`src/rtl/rand_pkg.sv`:
```
// Shared types and helpers for the random-request arbiter and its LFSR core.
package rand_pkg;

  localparam int LFSR_W = 8;
  localparam logic [LFSR_W-1:0] SEED_ZERO_SUB = 8'h01;
  localparam logic [LFSR_W-1:0] LFSR_RESET    = 8'hFF;

  typedef enum logic [1:0] {
    LOAD,
    WARMUP,
    IDLE,
    DRAW
  } state_e;

  // Smallest all-ones pattern covering limit: smear the top set bit downwards.
  function automatic logic [LFSR_W-1:0] mask_of(input logic [LFSR_W-1:0] limit);
    logic [LFSR_W-1:0] m;
    m = limit;
    m = m | (m >> 1);
    m = m | (m >> 2);
    m = m | (m >> 4);
    return m;
  endfunction

  function automatic logic [LFSR_W-1:0] lfsr_advance(input logic [LFSR_W-1:0] v);
    return {v[6:0], v[7] ^ v[5] ^ v[4] ^ v[3]};
  endfunction

endpackage

```
`src/rtl/rand_lfsr_core.sv`:
```
// 8-bit Fibonacci LFSR register; load has priority over step, q_next is the
// value the register would take on a step.
module rand_lfsr_core
  import rand_pkg::*;
(
  input  logic              clk,
  input  logic              rst_n,
  input  logic              load,
  input  logic [LFSR_W-1:0] load_val,
  input  logic              step,
  output logic [LFSR_W-1:0] q,
  output logic [LFSR_W-1:0] q_next
);

  logic [LFSR_W-1:0] lfsr_q, lfsr_d;

  assign q_next = lfsr_advance(lfsr_q);
  assign q      = lfsr_q;

  always_comb begin
    lfsr_d = lfsr_q;
    if (load) begin
      lfsr_d = load_val;
    end else if (step) begin
      lfsr_d = q_next;
    end
  end

  always_ff @(posedge clk or negedge rst_n) begin
    if (!rst_n) begin
      lfsr_q <= LFSR_RESET;
    end else begin
      lfsr_q <= lfsr_d;
    end
  end

endmodule

```
`src/rtl/rand_req_arbiter.sv`:
```
// Round-robin arbiter sharing one LFSR among N requesters, with bounded draws by
// masked rejection sampling. Define RAND_STATS_EN to add the rej_cnt_o counter.
module rand_req_arbiter
  import rand_pkg::*;
#(
  parameter int N          = 4,
  parameter int WARMUP_CYC = 4,
  parameter int MAX_TRIES  = 8
) (
  input  logic           clk,
  input  logic           rst_n,
  input  logic [7:0]     seed_i,
  input  logic           reseed_i,
  input  logic [N-1:0]   req_i,
  input  logic [8*N-1:0] lim_i,
  output logic [N-1:0]   gnt_o,
  output logic [7:0]     rnd_o,
  output logic           busy_o
`ifdef RAND_STATS_EN
  ,
  output logic [15:0]    rej_cnt_o
`endif
);

  localparam int IDX_W = $clog2(N);
  localparam int ATT_W = (MAX_TRIES > 1) ? $clog2(MAX_TRIES) : 1;
  localparam logic [ATT_W-1:0] LAST_ATT  = ATT_W'(MAX_TRIES - 1);
  localparam logic [7:0]       WARM_LAST = 8'(WARMUP_CYC - 1);
  localparam logic [IDX_W-1:0] IDX_MAX   = IDX_W'(N - 1);
  localparam logic [IDX_W:0]   N_EXT     = (IDX_W + 1)'(N);

  state_e            state_q, state_d;
  logic [7:0]        warm_cnt_q, warm_cnt_d;
  logic [ATT_W-1:0]  att_q, att_d;
  logic [IDX_W-1:0]  idx_q, idx_d;
  logic [7:0]        lim_q, lim_d;
  logic [7:0]        mask_q, mask_d;
  logic [IDX_W-1:0]  rr_ptr_q, rr_ptr_d;
  logic [N-1:0]      gnt_q, gnt_d;
  logic [7:0]        rnd_q, rnd_d;

  logic              lfsr_load, lfsr_step;
  logic [7:0]        seed_sel;
  logic [7:0]        lfsr_cur, lfsr_next;
  logic              unused_lfsr_cur;

  logic              win_vld;
  logic [IDX_W-1:0]  win_idx;
  logic [IDX_W:0]    scan_sum;
  logic [IDX_W-1:0]  scan_idx;
  logic [7:0]        win_lim;

  logic [7:0]        cand;
  logic [7:0]        fallback;
  logic              reject;
  logic              last_try;

  // An all-zero seed would lock the LFSR, so it is substituted on load.
  assign seed_sel = (seed_i == 8'h00) ? SEED_ZERO_SUB : seed_i;

  rand_lfsr_core u_lfsr (
    .clk      (clk),
    .rst_n    (rst_n),
    .load     (lfsr_load),
    .load_val (seed_sel),
    .step     (lfsr_step),
    .q        (lfsr_cur),
    .q_next   (lfsr_next)
  );

  // Draws consume the stepped value, so the current register is only observable.
  assign unused_lfsr_cur = ^lfsr_cur;

  always_comb begin
    win_vld  = 1'b0;
    win_idx  = '0;
    scan_sum = '0;
    scan_idx = '0;
    for (int i = 0; i < N; i++) begin
      scan_sum = {1'b0, rr_ptr_q} + (IDX_W + 1)'(i);
      if (scan_sum >= N_EXT) begin
        scan_sum = scan_sum - N_EXT;
      end
      scan_idx = scan_sum[IDX_W-1:0];
      if (!win_vld && req_i[scan_idx]) begin
        win_vld = 1'b1;
        win_idx = scan_idx;
      end
    end
  end

  always_comb begin
    win_lim = '0;
    for (int k = 0; k < N; k++) begin
      if (win_idx == IDX_W'(k)) begin
        win_lim = lim_i[8*k +: 8];
      end
    end
  end

  assign cand     = lfsr_next & mask_q;
  assign reject   = cand > lim_q;
  assign last_try = (att_q == LAST_ATT);
  // Folding an out-of-range candidate down by (limit+1) keeps it within range.
  assign fallback = cand - lim_q - 8'd1;

  always_comb begin
    state_d    = state_q;
    warm_cnt_d = warm_cnt_q;
    att_d      = att_q;
    idx_d      = idx_q;
    lim_d      = lim_q;
    mask_d     = mask_q;
    rr_ptr_d   = rr_ptr_q;
    gnt_d      = '0;
    rnd_d      = rnd_q;
    lfsr_load  = 1'b0;
    lfsr_step  = 1'b0;

    if (reseed_i) begin
      state_d    = LOAD;
      warm_cnt_d = '0;
      att_d      = '0;
    end else begin
      case (state_q)
        LOAD: begin
          lfsr_load  = 1'b1;
          warm_cnt_d = '0;
          state_d    = (WARMUP_CYC == 0) ? IDLE : WARMUP;
        end
        WARMUP: begin
          lfsr_step = 1'b1;
          if (warm_cnt_q == WARM_LAST) begin
            warm_cnt_d = '0;
            state_d    = IDLE;
          end else begin
            warm_cnt_d = warm_cnt_q + 8'd1;
          end
        end
        IDLE: begin
          if (win_vld) begin
            idx_d   = win_idx;
            lim_d   = win_lim;
            mask_d  = mask_of(win_lim);
            att_d   = '0;
            state_d = DRAW;
          end
        end
        DRAW: begin
          lfsr_step = 1'b1;
          if (!reject || last_try) begin
            gnt_d[idx_q] = 1'b1;
            rnd_d        = reject ? fallback : cand;
            rr_ptr_d     = (idx_q == IDX_MAX) ? '0 : idx_q + 1'b1;
            att_d        = '0;
            state_d      = IDLE;
          end else begin
            att_d = att_q + 1'b1;
          end
        end
        default: state_d = LOAD;
      endcase
    end
  end

  always_ff @(posedge clk or negedge rst_n) begin
    if (!rst_n) begin
      state_q    <= LOAD;
      warm_cnt_q <= '0;
      att_q      <= '0;
      idx_q      <= '0;
      lim_q      <= '0;
      mask_q     <= '0;
      rr_ptr_q   <= '0;
      gnt_q      <= '0;
      rnd_q      <= '0;
    end else begin
      state_q    <= state_d;
      warm_cnt_q <= warm_cnt_d;
      att_q      <= att_d;
      idx_q      <= idx_d;
      lim_q      <= lim_d;
      mask_q     <= mask_d;
      rr_ptr_q   <= rr_ptr_d;
      gnt_q      <= gnt_d;
      rnd_q      <= rnd_d;
    end
  end

  assign gnt_o  = gnt_q;
  assign rnd_o  = rnd_q;
  assign busy_o = (state_q != IDLE);

`ifdef RAND_STATS_EN
  // Every rejected candidate counts, including one replaced by the fallback.
  logic [15:0] rej_cnt_q, rej_cnt_d;
  logic        rej_evt;

  assign rej_evt = (state_q == DRAW) && !reseed_i && reject;

  always_comb begin
    rej_cnt_d = rej_cnt_q;
    if (rej_evt && (rej_cnt_q != 16'hFFFF)) begin
      rej_cnt_d = rej_cnt_q + 16'd1;
    end
  end

  always_ff @(posedge clk or negedge rst_n) begin
    if (!rst_n) begin
      rej_cnt_q <= '0;
    end else begin
      rej_cnt_q <= rej_cnt_d;
    end
  end

  assign rej_cnt_o = rej_cnt_q;
`endif

endmodule
```
`config.mk`:
```
export PLATFORM = sky130hd
export DESIGN_NAME = rand_req_arbiter
export DESIGN_NICKNAME = d
export VERILOG_FILES = /design/src/rtl/rand_pkg.sv /design/src/rtl/rand_lfsr_core.sv /design/src/rtl/rand_req_arbiter.sv
export SDC_FILE = /design/constraint.sdc
export NUM_CORES = 1
export LEC_CHECK = 0
export CORE_ASPECT_RATIO = 1.4
export CORE_MARGIN = 10
export CORE_UTILIZATION = 45
export CTS_BUF_LIST = sky130_fd_sc_hd__clkbuf_8
export DETAILED_ROUTE_END_ITERATION = 10
export PLACE_DENSITY = 0.71
export SLEW_MARGIN = 10
export SYNTH_ARGS = -nofsm -noshare
export SYNTH_HDL_FRONTEND = slang
export SYNTH_SLANG_ARGS = --single-unit
```
`constraint.sdc`:
```
create_clock -name clk -period 8.65 [get_ports clk]
set_input_delay 2.1625 -clock clk [delete_from_list [all_inputs] [get_ports clk]]
set_output_delay 2.1625 -clock clk [all_outputs]
set_load 0.005 [all_outputs]
```
After elaboration in Yosys (flattened, before gate mapping)
Index checks and enable logic that the tools add are counted.

Bitwise operators: 8. Equal/unequal tests: 13. Reductions and logical operators: 20. $lt $le $gt $ge: 11. Mux-type cells: 50. Add/subtract/negate cells: 12.

Operators with widths (count): 2-to-1 mux 8 bit (10); 2-to-1 mux 2 bit (13); one-hot mux 8 bit (2 select lines) (1); < comparator 2 x 3 -> 1 bit, second input constant (5); 2-to-1 mux 1 bit (13); 2-to-1 mux 4 bit (3); equality test 2 bit, second input constant (5); greater-or-equal comparator 3 bit, second input constant (3); 2-to-1 mux 3 bit (3); inequality test 3 bit, second input constant (3); AND reduction 3 bit (3); adder 8 x 1 -> 8 bit, second input constant (1); bitwise AND 8 bit (1); binary-select mux 1 bit (select 2 bit) (4); equality test 8 x 2 -> 1 bit, second input constant (1); greater-than comparator 8 bit (1); zero test 8 bit (1); OR 8 x 4 -> 8 bit (1); OR 8 x 6 -> 8 bit (1); OR 8 x 7 -> 8 bit (1); one-hot mux 2 bit (4 select lines) (1); subtractor 2 x 1 -> 2 bit, second input constant (4); subtractor 8 x 1 -> 8 bit, second input constant (1); subtractor 8 bit (1); other kinds (21) (33).

Output and inout bits: 13. Word-level logic and storage cells: 124. Register bits: 53.

Depth between registers and ports, before layout
Depth in word-level cells: 22. Gate-level depth with buffers: 13. Gate-level depth less buffers: 12.

Cells and area by module
A second synthesis with hierarchy kept.

Cell total of the unflattened synthesis: 338. Area, all modules: 3213.1 sq um.

Modules (own cells, without submodules): rand_req_arbiter (area each 2755.1 sq um, seq. area each 1101.1 sq um, cells each 292, times used 1); rand_lfsr_core (area each 457.9 sq um, seq. area each 210.2 sq um, cells each 46, times used 1).

Least setup slack after synthesis
OpenSTA, ideal clock, no wires.

Kind: input port to flip-flop. From: in req_i[0]. To: reg mask_q[0]. Arrival: 3.553 ns. Setup slack: 5.009 ns. Required time: 8.562 ns. Cell stages on the path: 9. Setup time: 0.088 ns. Path buffers: 2. Path through: a21oi_1 -> o21a_1 -> o22a_1 -> buf_6 -> buf_6 -> mux2i_1 -> mux2_4 -> and4_4 -> a41oi_1.

Longest elaborated chain between the ends: 20. Elaborated cells between the ends (all ways): 34. Those cells by class: eq/ne (3); mux (20); bitwise (3); reduce/logical (8).

Ends and longest elaborated chain: start, declared (RTL line rand_req_arbiter.sv:14) `input logic [N-1:0] req_i,`; binary-select mux 1 bit (select 2 bit) (RTL line rand_req_arbiter.sv:85) `if (!win_vld && req_i[scan_idx]) begin`; 2-to-1 mux 1 bit (not written as such) (RTL line rand_req_arbiter.sv:85); 2-to-1 mux 1 bit (RTL line rand_req_arbiter.sv:85); zero test 1 bit (RTL line rand_req_arbiter.sv:85); logical AND 1 bit (RTL line rand_req_arbiter.sv:85); 2-to-1 mux 1 bit (RTL line rand_req_arbiter.sv:85); zero test 1 bit (RTL line rand_req_arbiter.sv:85); logical AND 1 bit (RTL line rand_req_arbiter.sv:85); 2-to-1 mux 1 bit (RTL line rand_req_arbiter.sv:85); zero test 1 bit (RTL line rand_req_arbiter.sv:85); logical AND 1 bit (RTL line rand_req_arbiter.sv:85); 2-to-1 mux 2 bit (RTL line rand_req_arbiter.sv:85); zero test 2 bit (RTL line rand_req_arbiter.sv:95) `if (win_idx == IDX_W'(k)) begin`; 2-to-1 mux 8 bit (4 in a row) (RTL line rand_req_arbiter.sv:95); OR 8 x 7 -> 8 bit (RTL line rand_pkg.sv:19) `m = m | (m >> 1);`; OR 8 x 6 -> 8 bit (RTL line rand_pkg.sv:20) `m = m | (m >> 2);`; OR 8 x 4 -> 8 bit (RTL line rand_pkg.sv:21) `m = m | (m >> 4);`; end signal, assigned (RTL line rand_req_arbiter.sv:183) `mask_q <= mask_d;`; end, declared (RTL line rand_req_arbiter.sv:37) `logic [7:0] mask_q, mask_d;`.

Several ways; a longest one is shown, not always the timed one. The select of a mux whose other input is x is not followed. A chain may end at the register's enable or synchronous reset.

Worst setup path after layout
From: in reseed_i. To: reg mask_q[2].

Longest elaborated chain between the ends: 2.

Ends and longest elaborated chain: start, declared (RTL line rand_req_arbiter.sv:13) `input logic reseed_i,`; NOT 1 bit (no line); AND reduction 3 bit (no line).

No other way between the ends.

==> impl_metrics.py <==
metrics = {
    "setup_path": {
        "startpoint_type": "input pin",
        "r2r-start": "u_lfsr.q[4]$_DFFE_PN1P_",
        "cp_max_fo": 16,
        "critPathCaptureType": "flop",
        "critPathKind": "input pin to flop",
        "cp_data_arrival_time_ns": 4.66,
        "required_ns": 8.84,
        "critPathLaunch": "reseed_i",
    },
    "run_status": {
        "run_status": "complete, no violations",
    },
    "sta": {
        "min_period_ns": 4.470,
        "final.setup.worst_slack_ns": 4.180,
        "hold_slack_ns": 0.4793,
        "hold_viol": 0,
        "slew_violations": 0,
        "setup_violations": 0,
        "fin_skew_ns": 0.004097,
        "tightest_slew_ns": 0.8785,
        "finalCritPeriodShare_pct": 51.68,
        "rsz0062_at_grt": "no",
        "relSlewSlack_pct": 41.44,
        "setup_tns_ns": 0,
        "fmax_mhz": 223.7,
    },
    "min_path": {
        "hold_class": "flop to flop",
        "hold_start": "mask_q[5]$_DFFE_PN0P_",
    },
    "route": {
        "vias": 2478,
        "drt_iter0_drc": 115,
        "ant_nets": 0,
        "wire_per_inst_um": 14.87,
        "route.detailed.drc": 0,
        "firstDrtPassIters": 6,
        "viasPerCell": 5.306,
        "routed_wl_um": 6944,
    },
    "logic_synthesis": {
        "synth.distinct_cells": 45,
        "syn-num-nets": 381,
        "synth.most_common_cell": "dfrtp_1",
        "synth.cell_area_um2": 3094,
        "synth_warnings": 0,
        "netlist_instances": 318,
        "synth_top_area_cell": "dfrtp_1",
        "synth_ff_type": "dfrtp_1",
        "async_reset_ff_share_pct": 100.0,
        "synth_area_leaders": "dfrtp_1 (36%), dfstp_2 (6.8%), mux2i_1 (6.5%)",
        "synth.avg_cell_area_um2": 9.730,
        "synth_seq_area_share_pct": 42.38,
        "synthTopCellsByCount": "dfrtp_1 (44), nor2_1 (29), nand2_1 (27)",
        "synth_edf_count": 0,
        "synth.top_cell.area_share_pct": 35.58,
        "synth-seq-cells": 52,
    },
    "grt": {
        "grt_pass1_vias": 2479,
        "track_usage_pct": 13.00,
        "grt_first_pass_wirelength_um": 11910,
        "grt_overflow": 0,
        "grt_max_degree": 53,
        "antenna_found_initial": 0,
    },
    "job": {
        "max-cap-violations": 0,
    },
    "finish": {
        "syn_to_final_growth_pct": 24.67,
        "drive_gt1_share_pct": 9.333,
        "multi_input_area_um2": 1648,
        "fillers": 641,
        "final_nets": 437,
        "fin_area_um2": 3857,
        "regArea_um2": 1311,
        "n_antenna_cell": 0,
    },
    "floorplanning": {
        "std_cell_rows": 35,
        "io-pin-count": 60,
        "start_util_pct": 46.48,
        "die_w_um": 90.08,
        "chipHeight_um": 118.1,
        "die_area_um2": 10640,
        "core-area_um2": 6656,
    },
    "placed_design": {
        "place.port_buffers": 59,
        "pre_cts_slack_ns": 3.888,
        "place_congestion": 0.8224,
        "post_dp_cell_area_um2": 3746,
        "dp_hpwl_um": 5465,
    },
    "cts": {
        "cts_tree": "yes",
        "clock_path_buffers": 2,
        "cts_buffers": 5,
        "clk_pin_slew_ns": 0.09,
        "cts_setup_buffers": 0,
        "cts_hold_buf": 0,
        "clock_latency_ns": 0.30,
        "clockRootBuffer": "clkbuf_8",
        "post_cts_resized": 0,
        "cts.sinks": 52,
        "htreeDepth": 2,
    },
    "power_and_ir_drop": {
        "swShare_pct": 36.47,
        "power_switching_mw": 0.3751,
        "pwr-share-comb_pct": 48.2,
        "clkPwrFrac_pct": 16.1,
        "power_frac_seq_pct": 35.7,
        "vdd_drop_max_mv": 0.1256,
        "p_int_mw": 0.6534,
        "leakage_nw": 1.701,
        "powerDensity_nw_per_um2": 266.6,
        "finalPower_mw": 1.029,
    },
}
## critical path, cell delays in order
cell	delay (ns)
clkdlybuf4s50_1	0.67
nand2b_1	0.33
or3_1	0.56
nor4_1	0.44
a22o_1	0.27
nor2b_1	0.15
a21oi_1	0.07
## sequential cells by signal (all words and copies together) (netlist names)
register    flops
lim_q           8
idx_q           2
mask_q          7
att_q           3
gnt_o           4
rnd_o           8
u_lfsr.q        8
rr_ptr_q        2
warm_cnt_q      8
state_q         2
## metal layers
layer	up-vias	wire length (µm)	GRT usage [%]
met3	6	239	2.553
met1	1193	3135	15.71
met5	-	0	0
met2	53	3426	21.92
met4	0	142	5.389
li1	1226	-	-
## cell families (layout without fill, tap and decap cells)
| family | count (synthesis) | in the layout | share of synthesized area [%] |
|---|---|---|---|
| DFF | 52 | 52 | 42.38 |
| muxes | 41 | 41 | 14.23 |
| xor gates and xnor gates | 12 | 12 | 3.397 |
| AOI/OAI and AO/OA | 69 | 69 | 13.95 |
| and+or+nand+nor | 97 | 97 | 14.96 |
| adders and majority gates | 16 | 16 | 6.713 |
| buffers and inverters | 31 | 88 | 4.367 |
## cells in the final DEF (no fill, tap or decap), types with 2 or more instances in the layout
master,n
clkdlybuf4s50_1,58
nand2_1,27
nor3_1,7
nor2_1,29
a22oi_1,7
and3_1,2
mux2i_1,20
nor4_1,3
mux2_1,8
ha_1,15
o31ai_1,2
dfstp_2,8
inv_1,19
o21ai_0,16
nand2b_1,7
xor2_1,6
nand3_1,8
o21ai_1,6
mux2_2,12
and2_1,7
clkbuf_8,5
xnor2_1,6
a31oi_1,6
nor2b_1,3
a22o_1,3
buf_4,2
dfrtp_1,44
a21o_1,4
a21oi_1,15
## final cells by class
| cell class | instances | share of cell area [%] |
|---|---|---|
| clock buffers | 5 | 1.784 |
| clock inverters | 3 | 1.103 |
| inverters | 19 | 1.849 |
| multi-input cells | 235 | 42.72 |
| flip-flops and latches | 52 | 33.99 |
| well taps | 92 | 2.984 |
| repair buffers | 61 | 15.57 |
## metrics by stage
stage               utilization, %  instances
finish                       57.95        467
global placement             56.28        459
detailed placement           56.28        459
floorplan                        -        318
CTS                          57.95        467
global route                 57.95        467
## worst paths after layout
check	slack, ns	endpoint	cells past startpoint
min in group asynchronous	1.95	warm_cnt_q[5]$_DFFE_PN0P_	2
setup reg to reg	5.15	rnd_o[4]$_DFFE_PN0P_	12
setup / recovery	4.18	mask_q[2]$_DFFE_PN0P_	7
hold / removal	0.48	mask_q[5]$_DFFE_PN0P_	1
max in group asynchronous	6.26	lim_q[2]$_DFFE_PN0P_	2
hold reg to reg	0.48	mask_q[5]$_DFFE_PN0P_	1
## power groups by stage
stage               logic [mW]  registers (mW)  clock network [mW]
finish                   0.495           0.368               0.165
global route             0.561           0.379               0.180
CTS                      0.503           0.369               0.170
detailed placement       0.500           0.374                   0
global placement         0.490           0.371                   0
floorplan                0.374           0.355                   0
Power figures use the tool's default switching activity.
